`config.mk`:
```
export PLATFORM = sky130hd
export DESIGN_NAME = gmii_rx_framer
export DESIGN_NICKNAME = d
export VERILOG_FILES = /design/src/rtl/hft_eth_pkg.sv /design/src/rtl/eth_rx_word_fifo.sv /design/src/rtl/gmii_rx_framer.sv
export SDC_FILE = /design/constraint.sdc
export NUM_CORES = 1
export LEC_CHECK = 0
export CAP_MARGIN = 10
export CELL_PAD_IN_SITES_DETAIL_PLACEMENT = 0
export CELL_PAD_IN_SITES_GLOBAL_PLACEMENT = 1
export CORE_ASPECT_RATIO = 1.1
export CORE_UTILIZATION = 40
export CTS_BUF_LIST = sky130_fd_sc_hd__clkbuf_16
export CTS_CLUSTER_DIAMETER = 80
export DETAILED_ROUTE_END_ITERATION = 7
export GPL_TIMING_DRIVEN = 0
export PLACE_DENSITY = 0.7
export SLEW_MARGIN = 20
export SYNTH_ARGS = -nofsm -noshare
export SYNTH_HDL_FRONTEND = slang
export SYNTH_HIERARCHICAL = 1
export SYNTH_SLANG_ARGS = --single-unit
```
`constraint.sdc`:
```
create_clock -name clk -period 4.2 [get_ports clk]
set_clock_uncertainty 0.15 [all_clocks]
set_input_delay 0.42 -clock clk [delete_from_list [all_inputs] [get_ports clk]]
set_output_delay 0.42 -clock clk [all_outputs]
set_load 0.02 [all_outputs]
```
`src/rtl/hft_eth_pkg.sv`:
```
// Shared Ethernet receive definitions: framing constants, FSM states, FIFO word
// layout and the byte-wise reflected CRC-32 update.
package hft_eth_pkg;

    localparam logic [7:0]  PREAMBLE_BYTE = 8'h55;
    localparam logic [7:0]  SFD_BYTE      = 8'hD5;
    localparam logic [31:0] CRC32_POLY    = 32'h04C11DB7;
    localparam logic [31:0] CRC32_INIT    = 32'hFFFFFFFF;
    localparam logic [31:0] CRC32_RESIDUE = 32'hC704DD7B;

    typedef enum logic [1:0] {
        ST_IDLE     = 2'd0,
        ST_PREAMBLE = 2'd1,
        ST_DATA     = 2'd2,
        ST_DROP     = 2'd3
    } rx_state_t;

    typedef struct packed {
        logic [47:0] data;
        logic        last;
        logic [2:0]  bytes;
        logic        err;
    } rx_word_t;

    localparam int RX_WORD_W = $bits(rx_word_t);

    function automatic logic [31:0] bit_reverse32(input logic [31:0] value);
        logic [31:0] result;
        result = '0;
        for (int i = 0; i < 32; i++) begin
            result[i] = value[31-i];
        end
        return result;
    endfunction

    // LSB-first CRC-32 as used on the wire: one byte per call, no final inversion.
    function automatic logic [31:0] crc32_update(input logic [31:0] crc, input logic [7:0] data);
        logic [31:0] c;
        logic [31:0] poly_reflected;
        poly_reflected = bit_reverse32(CRC32_POLY);
        c = crc ^ {24'd0, data};
        for (int i = 0; i < 8; i++) begin
            c = c[0] ? ((c >> 1) ^ poly_reflected) : (c >> 1);
        end
        return c;
    endfunction

endpackage

```
`src/rtl/eth_rx_word_fifo.sv`:
```
// First-word-fall-through synchronous word FIFO with an occupancy output.
// A push is accepted when full only if a pop happens in the same cycle.
module eth_rx_word_fifo
    import hft_eth_pkg::*;
#(
    parameter int DEPTH = 16
) (
    input  logic                   clk,
    input  logic                   rst_n,
    input  logic                   push,
    input  logic [RX_WORD_W-1:0]   push_word,
    input  logic                   pop,
    output logic [RX_WORD_W-1:0]   head_word,
    output logic                   empty,
    output logic [$clog2(DEPTH):0] count
);
    localparam int AW = $clog2(DEPTH);
    localparam logic [AW:0] FULL_COUNT = (AW+1)'(DEPTH);

    logic [RX_WORD_W-1:0] mem [DEPTH];
    logic [AW-1:0]        wr_ptr_reg;
    logic [AW-1:0]        rd_ptr_reg;
    logic [AW:0]          count_reg;
    logic                 do_push;
    logic                 do_pop;

    assign empty     = (count_reg == '0);
    assign do_pop    = pop && !empty;
    assign do_push   = push && ((count_reg != FULL_COUNT) || do_pop);
    assign head_word = mem[rd_ptr_reg];
    assign count     = count_reg;

    always_ff @(posedge clk or negedge rst_n) begin
        if (!rst_n) begin
            wr_ptr_reg <= '0;
            rd_ptr_reg <= '0;
            count_reg  <= '0;
        end else begin
            if (do_push) begin
                wr_ptr_reg <= wr_ptr_reg + 1'b1;
            end
            if (do_pop) begin
                rd_ptr_reg <= rd_ptr_reg + 1'b1;
            end
            case ({do_push, do_pop})
                2'b10:   count_reg <= count_reg + 1'b1;
                2'b01:   count_reg <= count_reg - 1'b1;
                default: count_reg <= count_reg;
            endcase
        end
    end

    always_ff @(posedge clk) begin
        if (do_push) begin
            mem[wr_ptr_reg] <= push_word;
        end
    end

endmodule

```
`src/rtl/gmii_rx_framer.sv`:
```
// GMII receive framer: strips preamble/SFD, checks FCS, packs bytes MSB-first
// into 48-bit words and queues them with per-frame status and overflow drop.
module gmii_rx_framer
    import hft_eth_pkg::*;
#(
    parameter int FIFO_DEPTH = 16,
    parameter int MIN_FRAME  = 64
) (
    input  logic        clk,
    input  logic        rst_n,
    input  logic [7:0]  gmii_rxd,
    input  logic        gmii_rx_dv,
    input  logic        gmii_rx_er,
    output logic [47:0] mac_rx_data,
    output logic        mac_rx_valid,
    input  logic        mac_rx_ready,
    output logic        mac_rx_last,
    output logic [2:0]  mac_rx_bytes,
    output logic        mac_rx_err,
    output logic        frame_status_valid,
    output logic        frame_good,
    output logic [15:0] drop_count
);
    localparam int          CW        = $clog2(FIFO_DEPTH) + 1;
    localparam logic [10:0] COUNT_MAX = 11'd2047;

    rx_state_t   state_reg, state_next;
    logic [31:0] crc_reg, crc_next;
    logic [10:0] count_reg, count_next;
    logic [47:0] acc_reg, acc_next;
    logic [2:0]  acc_cnt_reg, acc_cnt_next;
    logic [47:0] pend_reg, pend_next;
    logic        pend_valid_reg, pend_valid_next;
    logic        er_seen_reg, er_seen_next;
    logic        ovf_reg, ovf_next;
    logic        wr_en_reg, wr_en_next;
    rx_word_t    wr_entry_reg, wr_entry_next;
    logic        status_valid_reg, status_valid_next;
    logic        good_reg, good_next;
    logic [15:0] drop_count_reg, drop_count_next;

    logic [CW-1:0]        fifo_count;
    logic [CW-1:0]        occupancy;
    logic                 normal_room;
    logic                 reserve_room;
    logic                 fifo_empty;
    logic                 fifo_pop;
    logic [RX_WORD_W-1:0] head_raw;
    rx_word_t             head;

    logic [47:0] lane_byte;
    logic        frame_err;
    logic        final_err;
    logic        has_word;
    logic [47:0] fin_data;
    logic [2:0]  fin_bytes;

    // The registered write lands one cycle later, so it already counts as occupied.
    assign occupancy    = fifo_count + CW'(wr_en_reg);
    assign normal_room  = occupancy < CW'(FIFO_DEPTH - 1);
    assign reserve_room = occupancy < CW'(FIFO_DEPTH);

    // The register holds the CRC bit-reflected, so reflect before the residue check.
    assign frame_err = (bit_reverse32(crc_reg) != CRC32_RESIDUE) || er_seen_reg
                       || (count_reg < 11'(MIN_FRAME));

    always_comb begin
        state_next        = state_reg;
        crc_next          = crc_reg;
        count_next        = count_reg;
        acc_next          = acc_reg;
        acc_cnt_next      = acc_cnt_reg;
        pend_next         = pend_reg;
        pend_valid_next   = pend_valid_reg;
        er_seen_next      = er_seen_reg;
        ovf_next          = ovf_reg;
        wr_en_next        = 1'b0;
        wr_entry_next     = wr_entry_reg;
        status_valid_next = 1'b0;
        good_next         = good_reg;
        drop_count_next   = drop_count_reg;
        lane_byte         = {gmii_rxd, 40'd0} >> {acc_cnt_reg, 3'b000};
        final_err         = frame_err;
        has_word          = (acc_cnt_reg != 3'd0) || pend_valid_reg;
        fin_data          = (acc_cnt_reg != 3'd0) ? acc_reg : pend_reg;
        fin_bytes         = (acc_cnt_reg != 3'd0) ? acc_cnt_reg : 3'd6;

        case (state_reg)
            ST_IDLE: begin
                if (gmii_rx_dv) begin
                    state_next = (gmii_rxd == PREAMBLE_BYTE) ? ST_PREAMBLE : ST_DROP;
                end
            end

            ST_PREAMBLE: begin
                if (gmii_rx_dv && gmii_rxd == SFD_BYTE) begin
                    state_next      = ST_DATA;
                    crc_next        = CRC32_INIT;
                    count_next      = '0;
                    acc_next        = '0;
                    acc_cnt_next    = '0;
                    pend_valid_next = 1'b0;
                    er_seen_next    = 1'b0;
                    ovf_next        = 1'b0;
                end else if (!(gmii_rx_dv && gmii_rxd == PREAMBLE_BYTE)) begin
                    state_next = ST_IDLE;
                end
            end

            ST_DATA: begin
                if (gmii_rx_dv) begin
                    crc_next = crc32_update(crc_reg, gmii_rxd);
                    if (count_reg != COUNT_MAX) begin
                        count_next = count_reg + 11'd1;
                    end
                    if (gmii_rx_er) begin
                        er_seen_next = 1'b1;
                    end
                    if (pend_valid_reg) begin
                        pend_valid_next = 1'b0;
                        if (normal_room) begin
                            wr_en_next    = 1'b1;
                            wr_entry_next = '{data: pend_reg, last: 1'b0, bytes: 3'd6, err: 1'b0};
                        end else begin
                            // Terminate the frame in the reserved slot so downstream never sees a dangling frame.
                            if (reserve_room) begin
                                wr_en_next    = 1'b1;
                                wr_entry_next = '{data: pend_reg, last: 1'b1, bytes: 3'd6, err: 1'b1};
                            end
                            ovf_next   = 1'b1;
                            state_next = ST_DROP;
                        end
                    end
                    if (acc_cnt_reg == 3'd5) begin
                        pend_next       = acc_reg | lane_byte;
                        pend_valid_next = 1'b1;
                        acc_next        = '0;
                        acc_cnt_next    = '0;
                    end else begin
                        acc_next     = acc_reg | lane_byte;
                        acc_cnt_next = acc_cnt_reg + 3'd1;
                    end
                end else begin
                    if (has_word) begin
                        if (!normal_room) begin
                            final_err = 1'b1;
                        end
                        if (reserve_room) begin
                            wr_en_next    = 1'b1;
                            wr_entry_next = '{data: fin_data, last: 1'b1, bytes: fin_bytes, err: final_err};
                        end
                    end
                    status_valid_next = 1'b1;
                    good_next         = !final_err;
                    if (final_err && drop_count_reg != 16'hFFFF) begin
                        drop_count_next = drop_count_reg + 16'd1;
                    end
                    pend_valid_next = 1'b0;
                    acc_cnt_next    = '0;
                    acc_next        = '0;
                    state_next      = ST_IDLE;
                end
            end

            ST_DROP: begin
                if (!gmii_rx_dv) begin
                    state_next = ST_IDLE;
                    if (ovf_reg) begin
                        status_valid_next = 1'b1;
                        good_next         = 1'b0;
                        ovf_next          = 1'b0;
                        if (drop_count_reg != 16'hFFFF) begin
                            drop_count_next = drop_count_reg + 16'd1;
                        end
                    end
                end
            end

            default: state_next = ST_IDLE;
        endcase
    end

    always_ff @(posedge clk or negedge rst_n) begin
        if (!rst_n) begin
            state_reg        <= ST_IDLE;
            crc_reg          <= CRC32_INIT;
            count_reg        <= '0;
            acc_reg          <= '0;
            acc_cnt_reg      <= '0;
            pend_reg         <= '0;
            pend_valid_reg   <= 1'b0;
            er_seen_reg      <= 1'b0;
            ovf_reg          <= 1'b0;
            wr_en_reg        <= 1'b0;
            wr_entry_reg     <= '0;
            status_valid_reg <= 1'b0;
            good_reg         <= 1'b0;
            drop_count_reg   <= '0;
        end else begin
            state_reg        <= state_next;
            crc_reg          <= crc_next;
            count_reg        <= count_next;
            acc_reg          <= acc_next;
            acc_cnt_reg      <= acc_cnt_next;
            pend_reg         <= pend_next;
            pend_valid_reg   <= pend_valid_next;
            er_seen_reg      <= er_seen_next;
            ovf_reg          <= ovf_next;
            wr_en_reg        <= wr_en_next;
            wr_entry_reg     <= wr_entry_next;
            status_valid_reg <= status_valid_next;
            good_reg         <= good_next;
            drop_count_reg   <= drop_count_next;
        end
    end

    eth_rx_word_fifo #(
        .DEPTH(FIFO_DEPTH)
    ) u_fifo (
        .clk       (clk),
        .rst_n     (rst_n),
        .push      (wr_en_reg),
        .push_word (wr_entry_reg),
        .pop       (fifo_pop),
        .head_word (head_raw),
        .empty     (fifo_empty),
        .count     (fifo_count)
    );

    assign head     = rx_word_t'(head_raw);
    assign fifo_pop = mac_rx_valid && mac_rx_ready;

    // Gate the head entry so outputs read zero while the FIFO is empty.
    assign mac_rx_valid       = !fifo_empty;
    assign mac_rx_data        = mac_rx_valid ? head.data  : 48'd0;
    assign mac_rx_last        = mac_rx_valid ? head.last  : 1'b0;
    assign mac_rx_bytes       = mac_rx_valid ? head.bytes : 3'd0;
    assign mac_rx_err         = mac_rx_valid ? head.err   : 1'b0;
    assign frame_status_valid = status_valid_reg;
    assign frame_good         = good_reg;
    assign drop_count         = drop_count_reg;

endmodule

```
-- Word-level counts from Yosys, hierarchy flattened
Memories as Yosys holds them, arrays and structs flattened.
Cells that the tools add are included.
- add/subtract/negate cells: 8
- order comparisons: 3
- eq/ne operators: 28
- shift operators: 1
- mux-type cells: 83
- bitwise operators: 10
- reductions and logical operators: 32
- operator list (cell ; count):
    $mux 32 ; 10
    $mux 53 ; 6
    $mux 48 ; 5
    $not 13->14 ; 8
    $pmux 48 s2 ; 1
    $mux 16 ; 5
    $pmux 32 s2 ; 1
    $or 48x48->48 ; 1
    $shr 48x6->48 ; 1
    $mux 11 ; 3
    $ne 32x32->1 const B ; 1
    $pmux 16 s2 ; 1
    $xor 32x8->32 ; 1
    $mux 1 ; 29
    $ne 2x2->1 const B ; 12
    $pmux 11 s2 ; 1
    $add 16x1->16 const B ; 1
    $mux 2 ; 8
    $ne 16x16->1 const B ; 1
    $mux 3 ; 5
    $reduce_and 4->1 ; 3
    $reduce_and 6->1 ; 2
    $reduce_bool 2->1 ; 6
    $add 11x1->11 const B ; 1
    31 further kinds ; 52
- register bits: 232
- bits in writable memories: 848
- input bits: 13
- output and inout bits: 72
- logic and storage cells: 186
- memories: 1
- memories (name ; words ; width ; read ports ; clocked after Yosys merged registers in ; write ports ; RTL line ; source):
    u_fifo.mem ; 16 ; 53 ; 1 ; 0 ; 1 ; eth_rx_word_fifo.sv:20 ; logic [RX_WORD_W-1:0] mem [DEPTH];

-- Depth between registers and ports, before layout
Gate-level depths: netlist of the first run.
- depth in word-level cells: 19
- depth in mapped cells: 13
- gate-level depth less buffers: 11

-- Modules after synthesis
Netlist of the first run, hierarchy kept.
- by module, submodules not included (module ; instances ; cells each ; area each (sq um) ; seq. area each (sq um)):
    eth_rx_word_fifo ; 1 ; 1393 ; 32542.5 ; 25789.7
    gmii_rx_framer ; 1 ; 965 ; 10247.3 ; 5520.3

-- Worst setup path before layout of the first run
No wires, ideal clock.
- kind: flip-flop to flip-flop
- start: register u_fifo.count_reg[1], in the netlist u_fifo/count[1]
- end: memory u_fifo/mem[12][0] (netlist bit), enable pin
- arrival: 3.933 ns
- data required time: 3.586 ns
- setup slack: -0.347 ns
- stages on the path, launching flop included: 10
- buffers on the path: 2
- clock period less this slack: 4.547 ns
- cells stage by stage: dfrtp_1 nor4_2 nand2b_1 inv_2 clkbuf_1 nor2b_1 clkbuf_1 nand3b_1 nand2_1 nor2_1
- longest elaborated chain between the ends: 8
- RTL lines (element ; RTL line ; source):
    start: declaration ; eth_rx_word_fifo.sv:23 ; logic [AW:0] count_reg;
    start signal: assignment ; eth_rx_word_fifo.sv:46 ; 2'b10: count_reg <= count_reg + 1'b1;
    start signal: assignment ; eth_rx_word_fifo.sv:47 ; 2'b01: count_reg <= count_reg - 1'b1;
    start signal: assignment ; eth_rx_word_fifo.sv:48 ; default: count_reg <= count_reg;
    $logic_not 5->1 ; eth_rx_word_fifo.sv:27 ; assign empty = (count_reg == '0);
    via fifo_empty ; gmii_rx_framer.sv:46 ; logic fifo_empty;
    $logic_not 1->1 ; gmii_rx_framer.sv:234 ; assign mac_rx_valid = !fifo_empty;
    $logic_and 1x1->1 ; gmii_rx_framer.sv:231 ; assign fifo_pop = mac_rx_valid && mac_rx_ready;
    via fifo_pop ; gmii_rx_framer.sv:47 ; logic fifo_pop;
    $logic_and 1x1->1 ; eth_rx_word_fifo.sv:28 ; assign do_pop = pop && !empty;
    $logic_or 1x1->1 ; eth_rx_word_fifo.sv:29 ; assign do_push = push && ((count_reg != FULL_COUNT) || do_pop);
    $logic_and 1x1->1 ; eth_rx_word_fifo.sv:29 ;
    $mux 1 ; eth_rx_word_fifo.sv:54 ; if (do_push) begin
    $mux 1 (implied by the code) ; eth_rx_word_fifo.sv:55 ; mem[wr_ptr_reg] <= push_word;
    end: declaration ; eth_rx_word_fifo.sv:20 ;
The timed path passes the listed nets, and every way through them passes these cells.

==> impl_metrics.ini, run 1 <==
[run_status]
status = completed

[critical_path]
crit_family = buffers and inverters
startpoint_type = register
crit_chain = buf_2, buf_4, clkbuf_2, mux4_2, a22oi_1, nand2_1, nor2b_1, clkdlybuf4s50_1
cp.required_ps = 3630
critPathMaxFanout = 10
r2r_end = u_fifo/count[4]
path_buf_inv = 4
r2r_slack_ps = 320
criticalPathCategory = reg -> out
crit_cells = 8
reg2reg_depth = 13
cp_slowest_stage_delay_ps = 560
endpoint_kind = output pin
cp.arrival_ps = 3520
cp_slowest_cell = clkdlybuf4s50_1
r2r-start = u_fifo/count[2]

[synthesis]
synth-compound-area-share_pct = 4.377
syn-mean-instance-area_um2 = 18.15
netlist_instances = 2358
synthTopCellsByCount = 848 x edfxtp_1, 212 x mux4_2, 200 x dfrtp_1
synth_area_leaders = edfxtp_1 60%, dfrtp_1 12%, mux4_2 11%
synth_edf_count = 848
synth-async-reset-ratio_pct = 21.48
synth_top_family_by_area = multiplexers
synth_ff_type = edfxtp_1
ys_ff_latch = 1080
ys.warnings.count = 6
synth_area_leader_cell = edfxtp_1
ys_seq_area_share_pct = 73.17
ys_types = 66
yosys.area_share.simple_pct = 4.725
synth-xor-area-share_pct = 2.386
synthAdderAreaFrac_pct = 0.3977
yosysTopAreaCellShare_pct = 59.51
syn-cell-area_um2 = 42790
syn_nets = 2384
synth.most_common_cell = edfxtp_1
muxShareOfSynthArea_pct = 13.30

[finish]
layout-drive-gt1-share_pct = 23.31
largest_register_ff_count = 848
layoutNonFillerInstCount = 4091
final_nets = 2625
diodes = 0
syn2layout_area_growth_pct = 17.49
final_cell_area_um2 = 50280

[sta]
drv_slew = 0
max_freq_ghz = 0.2447
report.final.hold_viol_count = 0
worst_slew_pin_slew_ps = 833.6
fin_crit_ps = 4086
finalSetupViolCount = 0
rsz0062_at_grt = no
finalCritPeriodShare_pct = 97.29
max-slew-margin-rel_pct = 44.43

[floorplan]
start_util_pct = 40.41
std_cell_rows = 125
die_x_um = 313.9
dieHeight_um = 345.0
coreArea_um2 = 105900
ioPinCount = 85
dieArea_um2 = 108300

[clocking]
clk_latency_ps = 690
cts_buffer_depth = 3
cts-htree-levels = 3
cts.sinks = 1080
clk_pin_slew_ps = 60
clockRootBuffer = clkbuf_16
cts_inserted_buffers = 108
cts_tree = built

[drt]
ant_nets = 0
drc = 0
drt_iter0_markers = 2119
drt-vias-per-instance = 5.590
wirelength_um = 107000
vias = 22870
routedWlPerCell_um = 26.15
dr.pass1.iters = 5

[grt]
use_met2_pct = 34.56
grt_pass1_wl_um = 157500
grt_usage_pct = 19.82
use_met1_pct = 25.57
grt_max_degree = 94
grt_pass1_vias = 23800
busiest_layer = met2
met3_usage_pct = 2.588
antenna_found_initial = 0
grt_overflow = 0

[power_and_ir_drop]
leakage_uw = 0.01731
vdd_drop_max_mv = 0.4388
power_density_nw_per_um2 = 711.4

[placement]
placed_cells = 3881
gp_congestion = 0.8136
hpwl_um = 70350
placed_area_um2 = 46590
io_buffers = 76

[worst_hold_path]
min_delay_path_depth = 3
whs_endpoint = acc_reg[46]
hp-class = in -> reg
holdCritStartpoint = gmii_rxd[6]

[job]
max-cap-violations = 0
layout by cell type, fill, tap and decap left out, types with 37 or more instances in the layout:
master           synthesis  routed
a21oi_1                147     147
a22oi_1                106     106
clkbuf_16                0     110
clkdlybuf4s50_1          0      75
dfrtp_1                200     200
edfxtp_1               848     848
mux2_2                  37      37
mux2i_1                 49      49
mux4_2                 212     212
nand2_1                 78      78
nor2_1                 160     143
nor2b_1                 70      69
xnor2_1                 68      68
logic make-up (layout without fill, tap and decap cells):
group	after synthesis	after routing
AOI/OAI and AO/OA	298	298
buffers and inverters	146	482
xor gates and xnor gates	105	105
DFF	1080	1080
muxes	299	299
and+or+nand+nor	417	417
adders and majority gates	13	13
routing by layer:
| metal | vias to the layer above | part of all wire [%] |
|---|---|---|
| li1 | 9780 | - |
| met1 | 12140 | 40 |
| met2 | 804 | 52 |
| met3 | 146 | 6.0 |
| met4 | 0 | 2.6 |
| met5 | - | 0 |
worst reg2reg max path, delay by kind of cell, from the launching register on:
family / cells / cell delay (ps)
multiplexers: 1 / 380
AO/OA/AOI/OAI: 3 / 760
buffers and inverters: 3 / 610
AND/OR/NAND/NOR: 5 / 980
adder cells (fa/ha/maj): 1 / 410
flip-flops: 1 / 490
through the flow:
step                util, %  setup TNS, ps  hold WS, ps  total power (uW)  worst slack (ps)
finish                47.48              0        75.07             35760             113.7
detailed placement    44.00         -40800        248.1             26440            -444.3
CTS                   47.45              0        31.41             36020             1.257
floorplan                 -        -271050       -25.59             22030            -346.9
global placement      42.78       -5337600        338.3             26100             -7092
global route          47.48              0        64.89             37270             14.51
layout make-up:
| cell class | count | area, um2 |
|---|---|---|
| Multi-Input combinational cell | 1132 | 10920 |
| Clock buffer | 110 | 2753 |
| Fill cell | 8737 | 55610 |
| Sequential cell | 1080 | 31310 |
| Tap cell | 1397 | 1748 |
| Buffer | 133 | 749.5 |
| Timing Repair Buffer | 132 | 1984 |
| Inverter | 12 | 45.04 |
| Clock inverter | 95 | 770.7 |
how the worst max path moves through the flow:
stage	slack, ps	endpoint	from
detailed placement	-440	u_fifo/count[4]	u_fifo/count[1]
global route	10	mac_rx_data[42]	u_fifo/rd_ptr_reg[1]
finish	110	mac_rx_bytes[0]	u_fifo/rd_ptr_reg[1]
CTS	1	mac_rx_data[34]	u_fifo/rd_ptr_reg[2]
floorplan	-350	u_fifo/mem[12][0]	u_fifo/count[1]
global placement	-7090	wr_entry_reg[31]	rst_n
repair_timing:
action,CTS,global route
hold endpoints to repair,122,0
gates resized for setup,49,20
hold buffers,3,0
setup buffers,1,2
endpoints found under the setup margin,605,63
pin swaps,1,1
where the power goes:
group,leakage [uW],switching (uW),internal (uW)
Sequential,0.0106,1680,13500
Clock,0.00181,4070,5440
Combinational,0.00489,6010,5030
Total,0.0173,11800,24000
No activity file was read; power rests on OpenSTA's default activity.
==> run 2: changes to the inputs <==
HOLD_SLACK_MARGIN = 0.08   (was unset)
==> run 2 against run 1 <==
  * Sequential power about the same
  * Clock-buffer cell count unchanged
  * Combinational power hardly changed
  * Maximum frequency fell by 0.48%
  * Worst setup slack got worse by 20 ps
  * Power hardly changed
  * Cell area about the same
  * Hold slack gained 64 ps
  * Global-route usage hardly changed
  * Largest power group unchanged
  * Via count unchanged
==> impl_metrics.ini, run 2 (synthesis results as in run 1) <==
[floorplan]
std_cell_rows = 125
die_x_um = 313.9
ioPinCount = 85
dieHeight_um = 345.0
coreArea_um2 = 105900
start_util_pct = 40.41
dieArea_um2 = 108300

[clocking]
clockRootBuffer = clkbuf_16
cts-htree-levels = 3
cts.sinks = 1080
clk_latency_ps = 690
clk_pin_slew_ps = 60
cts_inserted_buffers = 108
cts_tree = built
cts_buffer_depth = 3

[critical_path]
cp.arrival_ps = 3540
critPathMaxFanout = 10
path_buf_inv = 4
crit_chain = buf_2, buf_2, clkbuf_4, mux4_2, a22oi_1, nand2_1, nor2b_1, clkdlybuf4s50_1
r2r-start = u_fifo/count[2]
startpoint_type = register
crit_family = buffers and inverters
reg2reg_depth = 13
cp_slowest_cell = clkdlybuf4s50_1
r2r_end = u_fifo/count[4]
cp_slowest_stage_delay_ps = 540
startpoint = u_fifo/rd_ptr_reg[1]
endpoint_kind = output pin
cpMostUsedCell = buf_2
r2r_slack_ps = 310
cp.required_ps = 3630
criticalPathCategory = reg -> out

[placement]
hpwl_um = 70350
placed_cells = 3881
gp_congestion = 0.8136
io_buffers = 76
preCtsSetupSlack_ps = -444.3

[sta]
finalSetupViolCount = 0
worst_slew_pin_slew_ps = 832.1
setup_slack_ps = 93.90
rsz0062_at_grt = no
max-slew-margin-rel_pct = 44.53
finalCritPeriodShare_pct = 97.76
drv_slew = 0
fin_crit_ps = 4106
max_freq_ghz = 0.2435
report.final.hold_viol_count = 0

[power_and_ir_drop]
leakage_uw = 0.01733
clkPwrFrac_pct = 26.6
sw_frac_of_total_pct = 32.88
internal-power_uw = 24010
power_frac_comb_pct = 30.9
power_density_nw_per_um2 = 710.8
p_seq_share_pct = 42.5
p_switching_uw = 11760
vdd_drop_max_mv = 0.4407

[grt]
grt_max_degree = 94
grt_pass1_wl_um = 157500
antenna_found_initial = 0
grt_usage_pct = 19.82
grt_pass1_vias = 23830
grt_overflow = 0

[finish]
fillers = 8734
final_nets = 2630
layout_common_cells = 848 x edfxtp_1, 212 x mux4_2, 200 x dfrtp_1
syn2layout_area_growth_pct = 17.61
largest_register_ff_count = 848
layout-drive-gt1-share_pct = 23.27
diodes = 0
layoutNonFillerInstCount = 4096
mostFrequentLayoutCell = edfxtp_1

[drt]
drt_iter0_markers = 2092
vias = 22870
dr.pass1.iters = 5
drc = 0
ant_nets = 0
routedWlPerCell_um = 26.14
drt-vias-per-instance = 5.583
wirelength_um = 107100

[job]
max-cap-violations = 0

[worst_hold_path]
hp-class = in -> async

[run_status]
status = completed
-- run 2: cell types whose count changed in the layout (fill, tap and decap cells not counted), sizes merged --
cell and change:
dlygate4sd3 +5
-- run 2: metrics by stage --
stage	hold WS, ps	instance area [um2]	total power, uW	TNS [ps]	utilization, %
detailed placement	248.1	46590	26440	-40800	44.00
global route	160.0	50330	37280	0	47.53
floorplan	-25.59	42790	22030	-271050	-
finish	139.4	50330	35770	0	47.53
CTS	113.5	50290	36020	0	47.50
global placement	338.3	45300	26100	-5337600	42.78
-- run 2: layout make-up --
cell class / instances / area, um2 / area share [%]
Clock buffer: 110 / 2753 / 5.470
Inverter: 12 / 45.04 / 0.08950
Multi-Input combinational cell: 1132 / 10920 / 21.69
Clock inverter: 95 / 770.7 / 1.531
Tap cell: 1397 / 1748 / 3.473
Buffer: 133 / 749.5 / 1.489
Timing Repair Buffer: 137 / 2034 / 4.043
Sequential cell: 1080 / 31310 / 62.21
-- run 2: how the worst max path moves through the flow --
stage | to | slack [ps] | cells past startpoint
floorplan | u_fifo/mem[12][0] | -350 | 9
global placement | wr_entry_reg[31] | -7090 | 1
detailed placement | u_fifo/count[4] | -440 | 13
CTS | mac_rx_data[34] | 1 | 7
global route | mac_rx_data[42] | 10 | 8
finish | mac_rx_data[24] | 90 | 8
-- run 2: layer usage --
metal  track usage (%)  routed length (um)  vias to the layer above  part of all wire [%]
li1                  -                   -                     9794                     -
met1             25.57               42580                    12110                    40
met2             34.59               55350                      820                    52
met3             2.582                6275                      150                   5.9
met4             6.292                2878                        0                   2.7
met5                 0                   0                        -                     0
-- run 2: what timing repair did --
action | 4_1_cts | 5_1_grt
pin swaps | 1 | 1
buffers inserted | 1 | 2
setup endpoints to repair | 605 | 63
gates resized for setup | 49 | 20
hold buffers | 8 | 0
endpoints found under the hold margin | 177 | 0
-- run 2: power by group through the flow --
stage	registers, uW	clock network [uW]	logic, uW
5_1_grt	15400	10100	11800
4_1_cts	15200	9660	11200
3_3_place_gp	15200	0	10900
2_1_floorplan	14700	0	7330
3_5_place_dp	15400	0	11000
6_report	15200	9510	11000
==> run 3: changes to the inputs <==
CELL_PAD_IN_SITES_DETAIL_PLACEMENT = 2   (was 0)
CELL_PAD_IN_SITES_GLOBAL_PLACEMENT = 2   (was 1)
PLACE_DENSITY = 0.76   (was 0.7)
==> run 3 against run 2 <==
  * Clock-buffer cell count increased by 8
  * Wire length increased by 29%
  * Hold slack improved by 29 ps
  * Worst setup slack got worse by 39 ps
  * Utilization increased by 0.38 points
  * Flip-flop and latch count unchanged
==> impl_metrics.ini, run 3 (synthesis results as in run 1) <==
[drt]
routedWlPerCell_um = 33.71
wirelength_um = 138300
drt-vias-per-instance = 5.851
dr.pass1.iters = 5
drc = 0
vias = 24010
ant_nets = 0
drt_iter0_markers = 2145

[critical_path]
cp.arrival_ps = 3580
cp.required_ps = 3630
endpoint_kind = output pin
startpoint_type = register
criticalPathCategory = reg -> out
critPathMaxFanout = 10

[placement]
io_buffers = 76
preCtsSetupSlack_ps = -797.8
gp_congestion = 0.7914
hpwl_um = 90430

[finish]
fillers = 9542
syn2layout_area_growth_pct = 18.54
mostFrequentLayoutCell = edfxtp_1
largest_register_ff_count = 848
layout-drive-gt1-share_pct = 23.62
layout_common_cells = 848 x edfxtp_1, 212 x mux4_2, 200 x dfrtp_1
final_nets = 2634

[clocking]
cts-htree-levels = 3
cts_tree = built
cts.sinks = 1080
clockRootBuffer = clkbuf_16
cts_buffer_depth = 3
clk_pin_slew_ps = 60
clk_latency_ps = 710
cts_inserted_buffers = 113

[floorplan]
dieHeight_um = 345.0
die_x_um = 313.9
coreArea_um2 = 105900
dieArea_um2 = 108300
std_cell_rows = 125
ioPinCount = 85
start_util_pct = 40.41

[grt]
grt_overflow = 0
grt_max_degree = 93
grt_pass1_vias = 26950
grt_pass1_wl_um = 199100
antenna_found_initial = 3
grt_usage_pct = 25.76

[sta]
max-slew-margin-rel_pct = 39.08
finalSetupViolCount = 0
max_freq_ghz = 0.2412
fin_crit_ps = 4145
setup_slack_ps = 54.85
report.final.hold_viol_count = 0
tns_ps = 0
finalCritPeriodShare_pct = 98.69
worst_slew_pin_slew_ps = 913.8
drv_slew = 0

[run_status]
status = completed

[power_and_ir_drop]
p_switching_uw = 12970
power_density_nw_per_um2 = 740.6
internal-power_uw = 24600
p_seq_share_pct = 41.2
leakage_uw = 0.01756
sw_frac_of_total_pct = 34.53
clkPwrFrac_pct = 27.5
vdd_drop_max_mv = 0.4591
power_frac_comb_pct = 31.4

[worst_hold_path]
hp-class = in -> async

[job]
max-cap-violations = 0
-- run 3: cell types whose count changed in the layout (fill, tap and decap cells not counted), sizes merged --
| cell | previous run | this run |
|---|---|---|
| buf | 119 | 117 |
| clkdlybuf4s50 | 75 | 72 |
| clkbuf | 177 | 186 |
| dlymetal6s2s | 0 | 3 |
| clkinv | 51 | 42 |
| diode | 0 | 1 |
| inv | 39 | 46 |
| bufinv | 11 | 14 |
| clkinvlp | 6 | 4 |
-- run 3: metrics by stage --
stage | hold slack (ps) | total power [uW] | utilization [%] | std cells | area (um2)
after floorplan | -25.59 | 22030 | - | 2358 | 42790
after global placement | 336.8 | 26130 | 42.78 | 3831 | 45300
after detailed placement | 319.1 | 27170 | 44.07 | 3882 | 46660
after CTS | 143.6 | 37780 | 47.87 | 4102 | 50690
after global routing | 187.2 | 38830 | 47.90 | 4102 | 50720
final | 168.4 | 37570 | 47.91 | 4103 | 50720
-- run 3: metal layers --
layer  GRT usage, %  up-vias  part of all wire (%)  wire, um
met5              0        -                0.0094        13
met4          8.671        2                   3.0      4081
met3          4.419      217                   6.1      8474
met2          44.92      965                    52     71920
met1          32.34    13060                    39     53820
li1               -     9766                     -         -
-- run 3: path summary, 6_finish.rpt --
check	startpoint	end	slack, ps	depth (start not counted)
max in group asynchronous	rst_n	pend_reg[41]	2790	3
setup / recovery	u_fifo/rd_ptr_reg[3]	mac_rx_data[7]	50	7
hold reg to reg	drop_count[13]	drop_count[13]	340	1
hold / removal	rst_n	acc_reg[15]	170	2
setup reg to reg	u_fifo/count[1]	u_fifo/mem[9][25]	200	11
min in group clk	gmii_rx_dv	count_reg[1]	230	4
-- run 3: final cells by class --
| cell class | instances | area, um2 | area share (%) |
|---|---|---|---|
| antenna | 1 | 2.502 | 0.004933 |
| buffer | 133 | 797.0 | 1.571 |
| clock buffer | 118 | 2953 | 5.821 |
| clock inverter | 94 | 818.3 | 1.613 |
| inverter | 12 | 45.04 | 0.08880 |
| multi-input combinational | 1132 | 10950 | 21.59 |
| sequential | 1080 | 31310 | 61.73 |
| tap | 1397 | 1748 | 3.446 |
| timing repair buffer | 136 | 2098 | 4.137 |
-- run 3: power groups by stage --
stage	Combinational (uW)	Clock, uW	Sequential (uW)
2_1_floorplan	7330	0	14700
3_3_place_gp	10900	0	15200
3_5_place_dp	11600	0	15600
4_1_cts	11900	10500	15400
5_1_grt	12500	10800	15600
6_report	11800	10300	15500
-- run 3: timing repair --
action,4_1_cts,5_1_grt
endpoints found under the hold margin,133,0
buffers inserted,1,0
gates resized for setup,76,16
endpoints found under the setup margin,840,29
pin swaps,1,0
hold buffers,8,0
gates cloned,0,0
-- run 3: worst max-delay path, stage by stage, from the launching register on --
cell and delay [ps]:
dfrtp_1 460, nor2b_1 180, clkdlybuf4s15_2 530, clkbuf_2 410
a22oi_1 160, nand2_1 80, nor2b_1 340, clkdlybuf4s50_1 690
